<file path="src/rtl/sipo_shiftreg.sv">
// Serial-in/parallel-out receive shift register with a storage register,
// frame counting and valid/overrun handshake towards the consuming logic.
module sipo_shiftreg #(
  parameter int WIDTH      = 8,
  parameter bit AUTO_LATCH = 1'b1
) (
  input  logic                         CLK,
  input  logic                         CLRb,
  input  logic                         SER,
  input  logic                         SH,
  input  logic                         CLK_INH,
  input  logic                         LATCH,
  input  logic                         ACK,
  input  logic                         OEb,
  output logic [WIDTH-1:0]             Q,
  output logic                         QHs,
  output logic [$clog2(WIDTH+1)-1:0]   BIT_CNT,
  output logic                         FRAME_DONE,
  output logic                         VALID,
  output logic                         OVERRUN
);

  localparam int CW = $clog2(WIDTH+1);
  localparam logic [CW-1:0] LAST_BIT = CW'(WIDTH-1);
  localparam logic [CW-1:0] FULL_CNT = CW'(WIDTH);

  logic [WIDTH-1:0] r_sr;
  logic [WIDTH-1:0] r_store;
  logic [CW-1:0]    r_cnt;
  logic             r_frameDone;
  logic             r_valid;
  logic             r_overrun;

  logic             w_shift;
  logic             w_autoLoad;
  logic             w_load;
  logic [WIDTH-1:0] w_srNext;
  logic [CW-1:0]    w_cntNext;

  assign w_shift    = SH & ~CLK_INH;
  assign w_srNext   = w_shift ? {r_sr[WIDTH-2:0], SER} : r_sr;
  assign w_autoLoad = AUTO_LATCH && w_shift && (r_cnt == LAST_BIT);
  // A manual LATCH on the same edge as an auto latch collapses into one load.
  assign w_load     = w_autoLoad | LATCH;

  // Auto-latch builds wrap to zero at the frame end; manual builds saturate.
  always_comb begin
    w_cntNext = r_cnt;
    if (w_load) begin
      w_cntNext = '0;
    end else if (w_shift && (r_cnt != FULL_CNT)) begin
      w_cntNext = r_cnt + 1'b1;
    end
  end

  always_ff @(posedge CLK or negedge CLRb) begin
    if (!CLRb) begin
      r_sr        <= '0;
      r_store     <= '0;
      r_cnt       <= '0;
      r_frameDone <= 1'b0;
      r_valid     <= 1'b0;
      r_overrun   <= 1'b0;
    end else begin
      r_sr        <= w_srNext;
      r_cnt       <= w_cntNext;
      r_frameDone <= w_autoLoad;
      if (w_load) begin
        r_store <= w_srNext;
      end
      // A load always wins over a same-edge ACK and never counts as overrun then.
      if (w_load && r_valid && !ACK) begin
        r_overrun <= 1'b1;
      end
      if (w_load) begin
        r_valid <= 1'b1;
      end else if (ACK) begin
        r_valid <= 1'b0;
      end
    end
  end

  assign Q          = OEb ? '0 : r_store;
  assign QHs        = r_sr[WIDTH-1];
  assign BIT_CNT    = r_cnt;
  assign FRAME_DONE = r_frameDone;
  assign VALID      = r_valid;
  assign OVERRUN    = r_overrun;

endmodule

</file>
<file path="config.mk">
export PLATFORM = sky130hd
export DESIGN_NAME = sipo_shiftreg
export DESIGN_NICKNAME = d
export VERILOG_FILES = /design/src/rtl/sipo_shiftreg.sv
export SDC_FILE = /design/constraint.sdc
export NUM_CORES = 1
export LEC_CHECK = 0
export BUFFER_PORTS_ARGS = -buffer_cell sky130_fd_sc_hd__buf_2
export CAP_MARGIN = 20
export CORE_UTILIZATION = 47
export DETAILED_ROUTE_END_ITERATION = 10
export PLACE_DENSITY = 0.85
export SLEW_MARGIN = 15
export SYNTH_ARGS = -nofsm -noshare
export SYNTH_HDL_FRONTEND = slang
export SYNTH_SLANG_ARGS = --single-unit
</file>
<file path="constraint.sdc">
create_clock -name CLK -period 1.3 [get_ports CLK]
set_clock_uncertainty 0.05 [all_clocks]
set_input_delay 0.325 -clock CLK [delete_from_list [all_inputs] [get_ports CLK]]
set_output_delay 0.325 -clock CLK [all_outputs]
set_load 0.02 [all_outputs]
</file>
=== Word level (Yosys, flattened, before mapping) ===
Cells that the tools add are included.

* Bitwise operators: 3
* Reduce and logical (&&, ||, !) cells: 7
* Eq/ne operators: 2
* Add/sub/neg operators: 1
* Mux-type cells: 6

{| class="wikitable"
|+ Operator list
! operator !! number
|-
| 8-bit two-way mux || 2
|-
| 4-bit two-way mux || 2
|-
| 4-bit by 1-bit adder with 4-bit output, second input constant || 1
|-
| 4-bit by 3-bit equality test with 1-bit output, second input constant || 1
|-
| 1-bit logical AND || 4
|-
| 4-bit inequality test, second input constant || 1
|-
| 2-bit nonzero test || 2
|-
| 1-bit two-way mux || 2
|-
| 1-bit AND || 1
|-
| 1-bit logical NOT || 1
|-
| 1-bit inverter || 1
|-
| 1-bit bitwise OR || 1
|}

* Logic and storage cells: 25
* Input bits: 8
* Bits in registers: 23
* Output and inout bits: 16

=== Logic depth before layout (Yosys ltp) ===
Gate-level depths: netlist of the first run.

* Depth after elaboration: 6
* Gate-level depth with buffers: 5
* Mapped depth without buffers: 5

=== Worst setup path after synthesis of the first run ===
OpenSTA, ideal clock, no wires.

* Path kind: register to register
* Start: reg r_cnt[0], in the netlist BIT_CNT[0]
* End: reg r_store[0]
* Required time: 1.127 ns
* Setup time: 0.123 ns
* Setup slack: -0.298 ns
* Arrival time: 1.425 ns
* Buffers on the path: 1
* Period minus slack after synthesis: 1.598 ns
* Stages on the path, launching flop included: 6
* Cells stage by stage: dfrtp_1 > ha_1 > nand3b_4 > clkbuf_1 > or3_1 > o221a_1

* Cells in the longest elaborated chain, start to end: 3

{| class="wikitable"
|+ RTL lines
! item !! line !! RTL
|-
| start: declaration || 29 || <nowiki>logic [CW-1:0] r_cnt;</nowiki>
|-
| start signal: assignment || 66 || <nowiki>r_cnt <= w_cntNext;</nowiki>
|-
| 4-bit by 3-bit equality test with 1-bit output || 42 || <nowiki>assign w_autoLoad = AUTO_LATCH && w_shift && (r_cnt == LAST_BIT);</nowiki>
|-
| 1-bit logical AND || 42 ||
|-
| 1-bit bitwise OR || 44 || <nowiki>assign w_load = w_autoLoad | LATCH;</nowiki>
|-
| end signal: assignment || 69 || <nowiki>r_store <= w_srNext;</nowiki>
|-
| end: declaration || 28 || <nowiki>logic [WIDTH-1:0] r_store;</nowiki>
|}

No other way between the ends.
A chain may end at the register's enable or synchronous reset.

=== Final worst setup path of the first run ===
* Start: reg r_cnt[0], in the netlist BIT_CNT[0]
* End: reg r_cnt[0], in the netlist BIT_CNT[0]

* Cells in the longest elaborated chain, start to end: 4
* Elaborated cells between the ends (all ways): 9
* Those cells by class: add/sub (1); eq/ne (2); mux (2); bitwise (1); reduce/logical (3)

{| class="wikitable"
|+ RTL lines
! item
|-
| parallel branches: the longest is 4 deep, another holds 4-bit by 1-bit adder with 4-bit output
|}

Several ways; the timed one is not identified. The select of a mux whose other input is x is not followed.

==> flow_metrics.py, run 1 <==
metrics = {
    "critical_path": {
        "timing.rr.end": "BIT_CNT[0]",
        "required_ns": 1.49,
        "slowest_stage": "dfrtp_2",
        "r2r_cells": 5,
        "worstReg2RegStart": "BIT_CNT[0]",
        "crit_start": "BIT_CNT[0]",
        "worst-setup-path-type": "reg2reg",
        "reg2reg_slack_ns": -0.11,
        "start_kind": "flop",
        "cp_cell_sequence": "inv_2 -> ha_4 -> and3b_1 -> or3_4 -> a21oi_2",
        "cpPeakStageDelay_ns": 0.43,
        "end_kind": "flop",
        "arrival_ns": 1.60,
        "critPathMaxFanout": 4,
    },
    "power": {
        "peakVddDrop_mv": 0.894,
        "power_mw": 2.18,
        "power_leakage_nw": 0.775,
        "power.density_nw_per_um2": 1290,
    },
    "outcome": {
        "status": "finished, violations left",
        "violations": "negative setup slack",
    },
    "drt": {
        "firstDrtPassIters": 4,
        "viasPerCell": 5.29,
        "drt-total-wl_mm": 2.72,
        "wl_per_cell_um": 16.3,
        "vias": 883,
        "drc": 0,
        "drt_iter0_markers": 6,
        "antenna_left": 0,
    },
    "floorplan": {
        "core_um2": 2210,
        "initial_core_util": 0.498,
        "core.rowCount": 17,
        "ios": 24,
        "die_h_um": 50.4,
        "dieWidth_um": 50.4,
        "dieArea_um2": 2540,
    },
    "cts": {
        "cts_sinks": 23,
        "clk_pin_slew_worst_paths_ns": 0.13,
        "cts_buffers": 3,
        "clk_latency_ns": 0.31,
        "clock_path_buffers": 2,
        "cts_tree": "yes",
        "cts_root_buf": "clkbuf_4",
        "htreeDepth": 1,
    },
    "sta": {
        "max_freq_ghz": 0.710,
        "hold_viol_final": 0,
        "worst_pin_slew_ns": 0.503,
        "finalSetupTns_ns": -1.58,
        "finalSetupViolCount": 22,
        "worst_slack_ns": -0.109,
        "fin_crit_sh": 1.08,
        "hold_slack_ns": 0.123,
        "maxSlewHeadroom": 0.665,
        "min_period_ns": 1.41,
        "rsz0062_at_grt": "yes",
        "slew_violations": 0,
    },
    "synthesis": {
        "ys_ff_latch": 23,
        "synth.net_count": 96,
        "syn_area_um2": 1100,
        "avgSynthCellArea_um2": 12.8,
        "ys_seq_area_frac": 0.523,
        "ys_warn_count": 0,
        "syn_inst": 86,
        "yosys.area.top_type_share": 0.523,
        "synth.largest_area_cell": "dfrtp_1",
        "synth_cell_types": 27,
        "synth_top_cells_by_area": "dfrtp_1 52%, mux2_4 9.5%, o221a_1 7.2%",
    },
    "grt": {
        "overflow": 0,
        "antenna_found_initial": 0,
        "grtUsageMet3": 0.0303,
        "grt_pass1_wl_mm": 4.13,
        "grt_pass1_vias": 861,
        "met1_usage": 0.294,
        "grt_use_total": 0.220,
        "busiest_layer": "met2",
        "grtUsageMet2": 0.356,
        "grt_max_degree": 24,
    },
    "place": {
        "gp_congestion": 0.740,
        "hpwl_mm": 1.59,
        "numPortBuffers": 23,
        "dp_slack_ns": -0.158,
    },
    "final_layout": {
        "drive_gt1_frac": 0.633,
        "antennaDiodeCount": 0,
        "nNetsFinal": 150,
        "syn2layout_area_growth_pct": 53.3,
    },
    "job": {
        "cap_violations": 0,
    },
    "worst_hold_path": {
        "min_to": "BIT_CNT[2]",
        "hold_start": "LATCH",
        "whs_path_depth": 2,
        "hold_path_class": "in2reg",
    },
}
area by class of cell:
class	instances	area, um^2
Clock buffer	3	22.5
Clock inverter	1	5.00
Fill cell	153	524
Inverter	4	15.0
Multi-Input combinational cell	57	621
Sequential cell	23	581
Tap cell	28	35.0
Timing Repair Buffer	51	409
flip-flops by register name, summed over array words and instances (netlist names):
signal and cells:
BIT_CNT 4, FRAME_DONE 1, OVERRUN 1, VALID 1
r_sr 8, r_store 8
worst max-delay path by stage:
stage / to / slack [ns]
global route: r_store[1] / -0.16
CTS: r_store[7] / -0.10
global placement: r_store[2] / -0.12
detailed placement: r_store[1] / -0.16
floorplan: r_store[0] / -0.15
finish: BIT_CNT[0] / -0.11
Yosys cell counts:
| cell | count |
|---|---|
| nand3_1 | 1 |
| o221a_2 | 1 |
| nor2b_4 | 1 |
| nand2b_1 | 2 |
| clkinv_1 | 1 |
| o221a_1 | 7 |
| a21oi_1 | 4 |
| nand3b_4 | 1 |
| o21ai_2 | 1 |
| nor2_1 | 1 |
| buf_6 | 1 |
| nor2b_1 | 8 |
| clkbuf_1 | 1 |
| mux2_2 | 1 |
| inv_1 | 3 |
| o21ai_0 | 3 |
| mux2_4 | 7 |
| a21o_1 | 1 |
| buf_4 | 1 |
| a31o_2 | 1 |
| dfrtp_1 | 23 |
| and3b_1 | 1 |
| ha_1 | 2 |
| nand3b_1 | 1 |
| nand2_1 | 1 |
| or3_1 | 10 |
| a211o_1 | 1 |
worst max-delay path, delay by kind of cell, from the launching register on:
| kind | cells | cell delay [ns] |
|---|---|---|
| AOI/OAI and AO/OA | 1 | 0.12 |
| adders and majority gates | 1 | 0.15 |
| and+or+nand+nor | 2 | 0.53 |
| buffers and inverters | 1 | 0.06 |
| DFF | 1 | 0.43 |
layout by cell type (no fill, tap or decap):
| cell | instances |
|---|---|
| buf_4 | 21 |
| mux2_4 | 7 |
| nor2_1 | 1 |
| nand2_1 | 1 |
| clkbuf_4 | 3 |
| nand2b_1 | 1 |
| o21ai_0 | 3 |
| nand3_2 | 1 |
| dfrtp_1 | 19 |
| and3b_1 | 1 |
| dfrtp_2 | 4 |
| or3_1 | 6 |
| inv_2 | 2 |
| a211o_1 | 1 |
| dlygate4sd3_1 | 1 |
| nor2b_4 | 3 |
| buf_2 | 15 |
| ha_4 | 2 |
| nand3b_4 | 2 |
| clkinv_2 | 1 |
| o221a_1 | 7 |
| or3_4 | 4 |
| nand2b_4 | 1 |
| nor2b_1 | 6 |
| buf_12 | 1 |
| o221a_4 | 1 |
| buf_6 | 13 |
| a21o_1 | 1 |
| a21oi_2 | 4 |
| nand3b_1 | 1 |
| a31o_4 | 1 |
| o21ai_4 | 1 |
| clkinv_1 | 1 |
| mux2_2 | 1 |
| inv_1 | 1 |
metrics by stage:
| stage | instance area [um^2] | cells | utilization |
|---|---|---|---|
| 6_report | 1690 | 167 | 0.763 |
| 2_1_floorplan | 1130 | 86 | - |
| 3_5_place_dp | 1350 | 146 | 0.610 |
| 4_1_cts | 1530 | 160 | 0.691 |
| 3_3_place_gp | 1350 | 146 | 0.610 |
| 5_1_grt | 1690 | 167 | 0.763 |
what timing repair did:
item	in CTS	in global routing
endpoints found under the hold margin	23	0
resized for setup	20	23
endpoints found under the setup margin	23	27
buffers inserted	8	7
gates cloned	1	0
pin swaps	4	15
hold buffers	1	0
kinds of logic (layout without fill, tap and decap cells):
| family | Yosys count | count (layout) | synth area share |
|---|---|---|---|
| simple gates | 27 | 28 | 0.170 |
| flops | 23 | 23 | 0.523 |
| compound gates | 19 | 19 | 0.144 |
| mux | 8 | 8 | 0.106 |
| buf+inv | 7 | 59 | 0.0341 |
| fa+ha+maj | 2 | 2 | 0.0227 |
power by group:
group	switching, mW	total, mW	internal (mW)
Sequential	0.131	1.02	0.891
Combinational	0.325	0.835	0.511
Clock	0.208	0.323	0.115
Total	0.664	2.18	1.52
metal layers:
layer	vias to the layer above	wire length, um
met5	-	0
met1	432	1140
met4	0	46
met3	4	85
li1	425	-
met2	22	1440
Note: power is estimated with default switching activity, not from simulation.
==> inputs of run 2 (changes only) <==
--- a/config.mk
+++ b/config.mk
@@ -7,9 +7,9 @@
 export LEC_CHECK = 0
 export BUFFER_PORTS_ARGS = -buffer_cell sky130_fd_sc_hd__buf_2
 export CAP_MARGIN = 20
-export CORE_UTILIZATION = 47
+export CORE_UTILIZATION = 52
 export DETAILED_ROUTE_END_ITERATION = 10
-export PLACE_DENSITY = 0.85
+export PLACE_DENSITY = 0.89
 export SLEW_MARGIN = 15
 export SYNTH_ARGS = -nofsm -noshare
 export SYNTH_HDL_FRONTEND = slang
==> constraint.sdc (replaced) <==
create_clock -name CLK -period 1.5 [get_ports CLK]
set_clock_uncertainty 0.05 [all_clocks]
set_input_delay 0.375 -clock CLK [delete_from_list [all_inputs] [get_ports CLK]]
set_output_delay 0.375 -clock CLK [all_outputs]
set_load 0.02 [all_outputs]
==> flow_metrics.py, run 2 (synthesis results as in run 1) <==
metrics = {
    "critical_path": {
        "end_kind": "flop",
        "crit_cells": 5,
        "arrival_ns": 1.65,
        "worstReg2RegStart": "BIT_CNT[0]",
        "required_ns": 1.69,
        "critPathMaxFanout": 4,
        "reg2reg_slack_ns": 0.04,
        "cpPeakStageDelay_ns": 0.41,
        "start_kind": "flop",
        "critPathTopFamily": "simple AND/OR/NAND/NOR gates",
        "worst-setup-path-type": "reg2reg",
        "timing.rr.end": "BIT_CNT[0]",
        "crit_path_end": "BIT_CNT[0]",
        "cp_cell_sequence": "inv_1 -> ha_1 -> and3b_1 -> or3_1 -> a21oi_2",
        "r2r_cells": 5,
        "crit_start": "BIT_CNT[0]",
        "slowest_stage": "dfrtp_2",
        "cp.buffers_inverters": 1,
    },
    "drt": {
        "drt-total-wl_mm": 2.20,
        "antenna_left": 0,
        "drc": 0,
        "vias": 821,
        "wl_per_cell_um": 15.0,
        "drt_iter0_markers": 8,
        "viasPerCell": 5.59,
        "firstDrtPassIters": 4,
    },
    "place": {
        "numPortBuffers": 23,
        "gp_congestion": 0.727,
        "dp_cells": 140,
        "hpwl_mm": 1.56,
        "dp_slack_ns": -0.00569,
        "placed_area_um2": 1300,
    },
    "grt": {
        "grt_use_total": 0.224,
        "grt_pass1_vias": 791,
        "overflow": 0,
        "antenna_found_initial": 0,
        "grt_pass1_wl_mm": 3.46,
        "grt_max_degree": 24,
    },
    "floorplan": {
        "initial_core_util": 0.556,
        "dieWidth_um": 48.0,
        "die_h_um": 48.0,
        "ios": 24,
        "core_um2": 1980,
        "core.rowCount": 16,
        "dieArea_um2": 2310,
    },
    "worst_hold_path": {
        "hold_path_class": "in2reg",
    },
    "power": {
        "power.density_nw_per_um2": 1220,
        "peakVddDrop_mv": 0.746,
        "power_leakage_nw": 0.625,
    },
    "cts": {
        "cts_sinks": 23,
        "clock_path_buffers": 2,
        "cts_root_buf": "clkbuf_4",
        "clk_latency_ns": 0.31,
        "htreeDepth": 1,
        "cts_tree": "yes",
        "cts_buffers": 3,
        "clk_pin_slew_worst_paths_ns": 0.12,
    },
    "sta": {
        "max_freq_ghz": 0.687,
        "finalSetupViolCount": 0,
        "worst_slack_ns": 0.0443,
        "hold_viol_final": 0,
        "worst_pin_slew_ns": 0.495,
        "finalSetupTns_ns": 0,
        "maxSlewHeadroom": 0.670,
        "fin_crit_sh": 0.970,
        "min_period_ns": 1.46,
        "rsz0062_at_grt": "yes",
        "slew_violations": 0,
    },
    "final_layout": {
        "nNetsFinal": 131,
        "layout_common_cells": "21 x dfrtp_1, 21 x buf_2, 10 x or3_1, 9 x buf_4, 8 x nor2b_1",
        "design_area_um2": 1360,
        "antennaDiodeCount": 0,
        "drive_gt1_frac": 0.442,
        "syn2layout_area_growth_pct": 23.9,
        "final_util": 0.688,
        "final_cells": 147,
    },
    "outcome": {
        "status": "complete, no violations",
    },
    "job": {
        "cap_violations": 0,
    },
}
run 2: cell types whose count changed in the layout (fill, tap and decap cells not counted), sizes merged:
cell / before / now
clkbuf: 3 / 4
clkinv: 2 / 1
nand3b: 3 / 2
buf: 50 / 32
run 2: through the flow:
stage | hold WS [ns] | total power, mW
CTS | 0.156 | 1.66
global placement | 0.310 | 1.34
global route | 0.154 | 1.76
finish | 0.167 | 1.66
floorplan | 0.0294 | 1.19
detailed placement | 0.326 | 1.38
run 2: worst min-delay path by stage:
stage	start	end	slack, ns	depth (start not counted)
after floorplan	CLRb	BIT_CNT[0]	0.03	0
after global placement	CLRb	r_store[0]	0.31	1
after detailed placement	CLRb	r_store[0]	0.33	1
after CTS	LATCH	BIT_CNT[2]	0.16	2
after global routing	LATCH	BIT_CNT[2]	0.15	2
final	LATCH	BIT_CNT[2]	0.17	2
run 2: timing repair:
action                                 4_1_cts  5_1_grt
endpoints found under the hold margin       23        0
gates resized for setup                      0        5
hold buffers                                 1        0
setup endpoints to repair                    0        8
setup buffers                                0        2
run 2: power breakdown:
group	switching (mW)	internal [mW]
clock	0.178	0.104
combinational	0.223	0.281
sequential	0.103	0.772
run 2: cell type report:
type                    instances  area (um^2)
flip-flops and latches         23          578
inverters                       4         15.0
clock buffers                   4         26.3
well taps                      27         33.8
multi-input cells              56          497
repair buffers                 33          214
fillers                       137          618
run 2: routing by layer:
layer  GRT usage  up-vias  routed length (um)
met3      0.0453        4                  84
met1       0.263      408                 966
li1            -      383                   -
met2       0.392       26                1120
met4       0.106        0                  26
met5           0        -                   0
